--- src/rtl/reorder_buffer_pkg.sv ---
// Shared widths and sentinels for the ROB, rename regfile and reservation stations.
package reorder_buffer_pkg;
    localparam int ROB_IDX_LN = 4;
    localparam int ROB_SIZE   = 1 << ROB_IDX_LN;
    localparam int WORD_LN    = 32;
    localparam int REG_IDX_LN = 5;

    typedef logic [ROB_IDX_LN-1:0] rob_idx_t;
    typedef logic [WORD_LN-1:0]    word_t;
    typedef logic [REG_IDX_LN-1:0] reg_idx_t;

    localparam rob_idx_t ZERO_ROB_IDX = '0;
    localparam word_t    ZERO_WORD    = '0;
endpackage

--- src/rtl/reorder_buffer_ptr_inc.sv ---
// Circular ROB pointer increment; tag 0 is reserved, so the pointer wraps to 1.
module rob_ptr_inc
#(
    parameter int ROB_BIT = 4
)(
    input  logic [ROB_BIT-1:0] ptr,
    output logic [ROB_BIT-1:0] nxt
);
    localparam logic [ROB_BIT-1:0] LAST = {ROB_BIT{1'b1}};
    localparam logic [ROB_BIT-1:0] ONE  = {{(ROB_BIT-1){1'b0}}, 1'b1};

    assign nxt = (ptr == LAST) ? ONE : ptr + ONE;
endmodule

--- src/rtl/reorder_buffer.sv ---
// In-order retirement queue: allocates tags, captures CDB results, retires the head
// to the regfile and raises a rollback on a mispredicted head branch.
module reorder_buffer
    import reorder_buffer_pkg::*;
#(
    parameter int ROB_BIT  = ROB_IDX_LN,
    parameter int ROB_SIZE = 1 << ROB_BIT
)(
    input  logic                  clk,
    input  logic                  rst,
    input  logic                  rdy,

    input  logic                  id_alloc_ena,
    input  logic [REG_IDX_LN-1:0] id_alloc_rd,
    input  logic                  id_alloc_br,
    input  logic                  id_alloc_pred,
    output logic [ROB_BIT-1:0]    id_alloc_idx,
    output logic                  rob_full,

    input  logic [ROB_BIT-1:0]    id_q1_idx,
    input  logic [ROB_BIT-1:0]    id_q2_idx,
    output logic                  id_q1_rdy,
    output logic                  id_q2_rdy,
    output logic [WORD_LN-1:0]    id_q1_val,
    output logic [WORD_LN-1:0]    id_q2_val,

    input  logic                  cdb_ena,
    input  logic [ROB_BIT-1:0]    cdb_idx,
    input  logic [WORD_LN-1:0]    cdb_val,
    input  logic                  cdb_taken,
    input  logic [WORD_LN-1:0]    cdb_target,

    output logic                  rob_wr_ena,
    output logic [REG_IDX_LN-1:0] rob_wr_rd,
    output logic [WORD_LN-1:0]    rob_wr_val,
    output logic [ROB_BIT-1:0]    rob_wr_idx,

    output logic                  reg_rb,
    output logic [WORD_LN-1:0]    rb_pc
);
    localparam logic [ROB_BIT-1:0] PTR_ONE = {{(ROB_BIT-1){1'b0}}, 1'b1};
    localparam logic [ROB_BIT-1:0] CAP     = {ROB_BIT{1'b1}};

    logic                  valid_q  [ROB_SIZE];
    logic                  ready_q  [ROB_SIZE];
    logic [REG_IDX_LN-1:0] rd_q     [ROB_SIZE];
    logic [WORD_LN-1:0]    val_q    [ROB_SIZE];
    logic                  br_q     [ROB_SIZE];
    logic                  pred_q   [ROB_SIZE];
    logic                  taken_q  [ROB_SIZE];
    logic [WORD_LN-1:0]    target_q [ROB_SIZE];

    logic [ROB_BIT-1:0] head, tail, count;
    logic [ROB_BIT-1:0] head_nxt, tail_nxt;
    logic               commit, mispredict, alloc_fire, cdb_fire;

    rob_ptr_inc #(.ROB_BIT(ROB_BIT)) u_head_inc (.ptr(head), .nxt(head_nxt));
    rob_ptr_inc #(.ROB_BIT(ROB_BIT)) u_tail_inc (.ptr(tail), .nxt(tail_nxt));

    assign id_alloc_idx = tail;
    assign rob_full     = (count == CAP);

    // Commit is gated by rst so nothing retires in the cycle reset is applied.
    assign commit     = rst && rdy && (count != '0) && ready_q[head];
    assign mispredict = commit && br_q[head] && (taken_q[head] != pred_q[head]);
    assign alloc_fire = id_alloc_ena && !rob_full && !mispredict;
    assign cdb_fire   = cdb_ena && (cdb_idx != '0) && valid_q[cdb_idx] && !mispredict;

    assign rob_wr_ena = commit && (rd_q[head] != '0);
    assign rob_wr_rd  = commit ? rd_q[head]  : '0;
    assign rob_wr_val = commit ? val_q[head] : ZERO_WORD;
    assign rob_wr_idx = commit ? head        : '0;
    assign reg_rb     = mispredict;
    assign rb_pc      = mispredict ? target_q[head] : ZERO_WORD;

    // Same-cycle CDB bypass wins over the stored value.
    function automatic logic q_rdy(input logic [ROB_BIT-1:0] tag);
        if (tag == '0)                        return 1'b1;
        else if (cdb_ena && cdb_idx == tag)   return 1'b1;
        else                                  return ready_q[tag];
    endfunction

    function automatic logic [WORD_LN-1:0] q_val(input logic [ROB_BIT-1:0] tag);
        if (tag == '0)                        return ZERO_WORD;
        else if (cdb_ena && cdb_idx == tag)   return cdb_val;
        else if (ready_q[tag])                return val_q[tag];
        else                                  return ZERO_WORD;
    endfunction

    assign id_q1_rdy = q_rdy(id_q1_idx);
    assign id_q2_rdy = q_rdy(id_q2_idx);
    assign id_q1_val = q_val(id_q1_idx);
    assign id_q2_val = q_val(id_q2_idx);

    always_ff @(posedge clk) begin
        if (!rst) begin
            head  <= PTR_ONE;
            tail  <= PTR_ONE;
            count <= '0;
            for (int i = 0; i < ROB_SIZE; i++) begin
                valid_q[i] <= 1'b0;
                ready_q[i] <= 1'b0;
            end
        end else if (rdy) begin
            if (mispredict) begin
                head  <= PTR_ONE;
                tail  <= PTR_ONE;
                count <= '0;
                for (int i = 0; i < ROB_SIZE; i++) begin
                    valid_q[i] <= 1'b0;
                    ready_q[i] <= 1'b0;
                end
            end else begin
                if (alloc_fire) begin
                    valid_q[tail] <= 1'b1;
                    ready_q[tail] <= 1'b0;
                    rd_q[tail]    <= id_alloc_rd;
                    br_q[tail]    <= id_alloc_br;
                    pred_q[tail]  <= id_alloc_pred;
                    tail          <= tail_nxt;
                end
                if (cdb_fire) begin
                    ready_q[cdb_idx]  <= 1'b1;
                    val_q[cdb_idx]    <= cdb_val;
                    taken_q[cdb_idx]  <= cdb_taken;
                    target_q[cdb_idx] <= cdb_target;
                end
                if (commit) begin
                    valid_q[head] <= 1'b0;
                    ready_q[head] <= 1'b0;
                    head          <= head_nxt;
                end
                if (alloc_fire && !commit)      count <= count + PTR_ONE;
                else if (!alloc_fire && commit) count <= count - PTR_ONE;
            end
        end
    end
endmodule

--- config.mk ---
export PLATFORM = sky130hd
export DESIGN_NAME = reorder_buffer
export DESIGN_NICKNAME = d
export VERILOG_FILES = /design/src/rtl/reorder_buffer_pkg.sv /design/src/rtl/reorder_buffer_ptr_inc.sv /design/src/rtl/reorder_buffer.sv
export SDC_FILE = /design/constraint.sdc
export NUM_CORES = 1
export LEC_CHECK = 0
export CORE_MARGIN = 3
export CORE_UTILIZATION = 40
export CTS_CLUSTER_DIAMETER = 50
export CTS_CLUSTER_SIZE = 14
export DETAILED_ROUTE_END_ITERATION = 8
export GPL_ROUTABILITY_DRIVEN = 1
export PLACE_DENSITY = 0.56
export REMOVE_ABC_BUFFERS = 1
export SLEW_MARGIN = 20
export SYNTH_ARGS = -nofsm -noshare
export SYNTH_HDL_FRONTEND = slang
export SYNTH_SLANG_ARGS = --single-unit
--- constraint.sdc ---
create_clock -name clk -period 4.2 [get_ports clk]
set_clock_uncertainty 0.2 [all_clocks]
set_input_delay 0.42 -clock clk [delete_from_list [all_inputs] [get_ports clk]]
set_output_delay 0.42 -clock clk [all_outputs]
set_load 0.05 [all_outputs]
==> out/results.ini, run 1 <==
[finish]
final-seq-area_um2 = 35600
final_cell_mix = edfxtp_1 (1152), mux4_2 (686), buf_12 (159)
final_util = 0.486
fin_nets = 3100
syn2layout_area_growth_pct = 20.5
drive_gt1_frac = 0.403
fillers = 11200
multi_input_area_um2 = 19400
layout_commonest_cell = edfxtp_1

[worst_setup_path]
cp_num_buf_inv = 3
startpoint_type = flip-flop
cp.arrival_ns = 3.46
cp_top_family = multiplexers
crit_path_end_kind = output port
critPathSlowestCell = mux4_2
worstPathCellList = buf_4 > mux4_2 > mux4_2 > a21boi_4 > buf_4 > and3_1 > buf_12
path_class = reg -> out
cp.required_ns = 3.58
path_max_fanout = 38
max_stage_delay_ns = 0.55

[drt]
drc = 0
drt-met1-wl_mm = 64.1
postRouteWirelength_mm = 164
drtIter0Drc = 3402
routed-wl-met3_mm = 12.0
drt-wirelength-per-cell_um = 33.5
ant_nets = 0
vias = 30700
wl_met2_mm = 81.8
drt_first_pass_iters = 6
via_per_inst = 6.27
routed.top_layer = met5

[timing]
fin_setup_tns_ns = 0
finalCriticalPeriod_ns = 4.08
hold_viol_final = 0
rsz0062_at_grt = false
slew_viol_final = 0
relSlewSlack = 0.320
max_freq_mhz = 245
tightest_slew_ns = 1.01
min_period_over_period = 0.972
setup_violations = 0

[power_and_ir_drop]
max-vdd-ir-drop_mv = 0.363
leakage_nw = 21.3
powerDensity_nw_per_um2 = 400

[yosys]
synth_warnings = 0
seq_area_frac_synth = 0.639
synth-async-reset-ratio = 0
yosysTopAreaCellShare = 0.622
synth_area_um2 = 55600
post-synth-top-area-cell = edfxtp_1
synth-edff-count = 1152
synthCells = 2666
ys.flop_type = edfxtp_1
synth.avg_cell_area_um2 = 20.9
ys_seq_elements = 1200
synth_top_cells_by_area = edfxtp_1 (62%), mux4_2 (28%), dfxtp_1 (1.7%)
yosys.cell_types.count = 67

[floorplanning]
initial_core_util = 0.404
dieArea_um2 = 144000
die_w_um = 379
die_y_um = 379
io_pins = 235
rows = 136
core_area_um2 = 138000

[clocking]
htreeDepth = 4
cts_tree = built
clkSinkCount = 1200
clk_latency_ns = 0.78
clk_path_buf_depth = 3
root_buffer = clkbuf_16
clk_pin_slew_worst_paths_ns = 0.06
cts_inserted_buffers = 142

[global_routing]
grt_pass1_vias = 32400
grt_max_degree = 132
grt_first_pass_wirelength_mm = 236
grt_overflow = 0
gr-usage-all-layers = 0.231
antenna_found_initial = 10

[place]
dpl.hpwl_mm = 92.5
portBuffers = 234
place.gp.congestion = 0.868

[run]
cap_viol_max_count = 0

[min_path]
min_path_type = in -> reg

[run_status]
status = complete, no violations

==> path summary, 6_finish.rpt <==
kind | from | end | slack [ns] | cells past startpoint
worst max-delay path | flip-flop | rb_pc[16] | 0.12 | 7
worst min-delay path | cdb_val[4] | val_q[5][4] | 0.23 | 2
worst max register to register | flip-flop | count[1] | 0.62 | 10
worst min register to register | valid_q[13] | valid_q[13] | 0.28 | 2
==> stage by stage <==
| stage | hold slack [ns] | std cells | setup WS (ns) | cell area (um^2) | power [mW] |
|---|---|---|---|---|---|
| CTS | 0.171 | 4900 | 0.0213 | 67000 | 27.1 |
| global placement | 0.262 | 4641 | 0.170 | 62000 | 14.6 |
| global route | 0.219 | 4901 | 0.0164 | 67000 | 27.6 |
| floorplan | 0.252 | 2508 | -12.34 | 54900 | 14.0 |
| detailed placement | 0.270 | 4641 | 0.254 | 62000 | 14.6 |
| finish | 0.232 | 4905 | 0.118 | 67000 | 26.8 |
==> cell usage after synthesis, types with 8 or more instances <==
master	instances
inv_1	12
nand2_1	111
buf_2	70
nand3_1	77
and2_1	39
a221oi_2	13
ha_1	10
clkbuf_1	120
buf_6	10
xor2_1	8
edfxtp_1	1152
mux4_2	686
dfxtp_1	48
and3_1	56
a21oi_1	69
a211oi_2	17
nor2_1	30
buf_1	15
a32oi_1	15
==> timing repair <==
action,4_1_cts,5_1_grt
buffers inserted,5,0
endpoints found under the setup margin,60,34
pin swaps,0,0
gates cloned,3,1
hold buffers,0,0
resized for setup,12,4
==> flip-flops by register name, indices dropped and copies added (netlist names), 16 cells and up, named ones only <==
| signal | flops |
|---|---|
| pred_q | 16 |
| target_q | 512 |
| valid_q | 16 |
| br_q | 16 |
| rd_q | 80 |
| ready_q | 16 |
| val_q | 512 |
| taken_q | 16 |
==> worst reg2reg max path: stages (launching register included) <==
cell     delay, ns
dfxtp_4       0.45
mux4_2        0.59
o211a_1       0.26
nor2_1        0.40
nand2_1       0.20
inv_1         0.11
fa_1          0.43
or3_1         0.37
a22o_1        0.21
a22oi_1       0.17
o21a_1        0.16
==> report_power, final <==
part / total [mW] / leakage (nW) / switching, mW / internal [mW]
logic: 1.18 / 8.19 / 0.657 / 0.524
registers: 13.2 / 10.8 / 0.0348 / 13.2
clock network: 12.4 / 2.31 / 5.29 / 7.11
total: 26.8 / 21.3 / 5.98 / 20.8
==> area by class of cell <==
type / count / area share
Antenna cell: 4 / 0.000149
Clock buffer: 151 / 0.0538
Clock inverter: 100 / 0.0169
Inverter: 13 / 0.000765
Multi-Input combinational cell: 1295 / 0.289
Sequential cell: 1200 / 0.531
Tap cell: 1794 / 0.0335
Timing Repair Buffer: 348 / 0.0752
==> layer usage <==
layer  vias up  GRT usage
li1      12300          -
met1     16600      0.303
met2      1553      0.379
met3       347     0.0459
met4        10     0.0911
met5         -          0
==> kinds of logic after synthesis <==
family,after synthesis,share of synthesized area
DFF,1200,0.639
muxes,701,0.282
and+or+nand+nor,354,0.0329
buffers and inverters,235,0.0193
AOI/OAI and AO/OA,152,0.0217
xor gates and xnor gates,12,0.00189
adders and majority gates,11,0.00261
other,1,0.0000674
(Power assumes the default switching activity.)
==> inputs of run 2 (changes only) <==
Settings changed: CORE_UTILIZATION 40 to 61, PLACE_DENSITY 0.56 to 0.77, SKIP_LAST_GASP set to 1.
Clock period 4.2 ns to 4.5 ns, I/O delays scaled along.
==> run 2 against run 1 <==
Net effect: critical path depth down 1; sequential share of layout area rose by 2.2 points; cell area down 4.0%; sequential cell count did not move; first-iteration DRC count up 27%; die area down 34%; hold slack gained 0.045 ns.
==> out/results.ini, run 2 (synthesis gave the netlist of run 1 again) <==
[clocking]
htreeDepth = 3
cts_tree = built
clk_latency_ns = 0.72
clk_pin_slew_worst_paths_ns = 0.06
cts_setup_buffers = 0
clk_path_buf_depth = 3
clkSinkCount = 1200
cts.hold.buffers_added = 0
cts_inserted_buffers = 120
root_buffer = clkbuf_16

[power_and_ir_drop]
switchingPower_mw = 4.92
seq_power_share = 0.536
leakage_nw = 20.4
p_comb_frac = 0.047
max-vdd-ir-drop_mv = 0.347
powerDensity_nw_per_um2 = 357
p_sw_frac = 0.214
clkPwrFrac = 0.417
internal_power_mw = 18.1

[finish]
syn2layout_area_growth_pct = 15.6
final_cell_mix = edfxtp_1 (1152), mux4_2 (686), clkbuf_16 (120)
fin_nets = 3055
reg.largest.list = target_q (512), val_q (512), rd_q (80)
drive_gt1_frac = 0.386
layout_commonest_cell = edfxtp_1

[run_status]
status = complete, no violations

[global_routing]
grt_overflow = 0
gr-usage-all-layers = 0.327
grt_first_pass_wirelength_mm = 222
grt_max_degree = 133
antenna_found_initial = 3
grt_pass1_vias = 32500

[drt]
postRouteWirelength_mm = 151
drt_first_pass_iters = 6
vias = 31400
drtIter0Drc = 4309
drt-wirelength-per-cell_um = 35.9
drc = 0
ant_nets = 0
via_per_inst = 7.45

[worst_setup_path]
cp.arrival_ns = 3.72
path_class = reg -> out
crit_path_end_kind = output port
startpoint_type = flip-flop
cp.required_ns = 3.85
path_max_fanout = 19

[timing]
setup_violations = 0
relSlewSlack = 0.245
worst_slack_ns = 0.131
slew_viol_final = 0
hold_viol_final = 0
tightest_slew_ns = 1.13
rsz0062_at_grt = false
hold_ws_ns = 0.277
fin_setup_tns_ns = 0
min_period_over_period = 0.971
max_freq_mhz = 229
finalCriticalPeriod_ns = 4.37

[floorplanning]
dieArea_um2 = 94900
io_pins = 235
core_area_um2 = 90300
die_y_um = 308
die_w_um = 308
rows = 110
initial_core_util = 0.616

[min_path]
hp-start = valid_q[14]
min_path_type = reg -> reg

[place]
dpl.hpwl_mm = 86.4
portBuffers = 234
place.gp.congestion = 0.922
pre_cts_ws_ns = 0.657

[run]
cap_viol_max_count = 0

==> run 2: cell types whose count changed in the layout (fill, tap and decap cells not counted), moves of 10 or more <==
cell       before  now
buf_4          85  112
inv_6          19    8
buf_12        159  117
clkinv_2       16    6
clkbuf_16     144  120
==> run 2: power by group through the flow <==
stage,sequential (mW),combinational (mW),clock [mW]
2_1_floorplan,12.6,0.487,0
3_3_place_gp,12.6,1.03,0
3_5_place_dp,12.6,1.06,0
4_1_cts,12.3,1.07,9.69
5_1_grt,12.3,1.13,10.1
6_report,12.3,1.07,9.58
==> run 2: layout make-up <==
class	instances	area, um^2
Tap cell	1176	1470
Clock inverter	60	621
Timing Repair Buffer	325	4170
Multi-Input combinational cell	1295	19400
Clock buffer	134	3060
Inverter	13	51.3
Fill cell	5214	26000
Antenna cell	4	10.0
Sequential cell	1200	35600
==> run 2: layer usage <==
metal	GRT usage	wire length (um)	vias to the layer above
met3	0.0805	16900	416
met1	0.441	52700	16500
met5	0	0	-
met2	0.522	74700	2288
met4	0.133	6670	0
li1	-	-	12100
==> run 2: repair_timing <==
item,4_1_cts,5_1_grt
hold endpoints to repair,0,0
cloned,0,0
gates resized for setup,2,3
endpoints found under the setup margin,25,33
==> run 2: final timing paths <==
check | to | slack (ns) | cells after the start
worst max-delay path | rob_wr_ena | 0.13 | 6
worst min-delay path | valid_q[14] | 0.28 | 2
worst min register to register | valid_q[14] | 0.28 | 2
worst max register to register | count[3] | 0.67 | 11
==> run 2: worst max-delay path, stage by stage (launching register included) <==
cell     delay [ns]
dfxtp_4        0.61
buf_4          0.35
mux4_2         0.56
mux4_2         0.49
nor3_2         0.40
a21oi_1        0.33
buf_12         0.24
==> run 2: through the flow <==
step	utilization	instances	total power, mW	instance area, um^2
2_1_floorplan	-	2508	13.0	54900
3_3_place_gp	0.671	4008	13.6	60600
3_5_place_dp	0.671	4009	13.6	60600
4_1_cts	0.712	4203	23.1	64300
5_1_grt	0.712	4205	23.6	64300
6_report	0.712	4207	23.0	64300
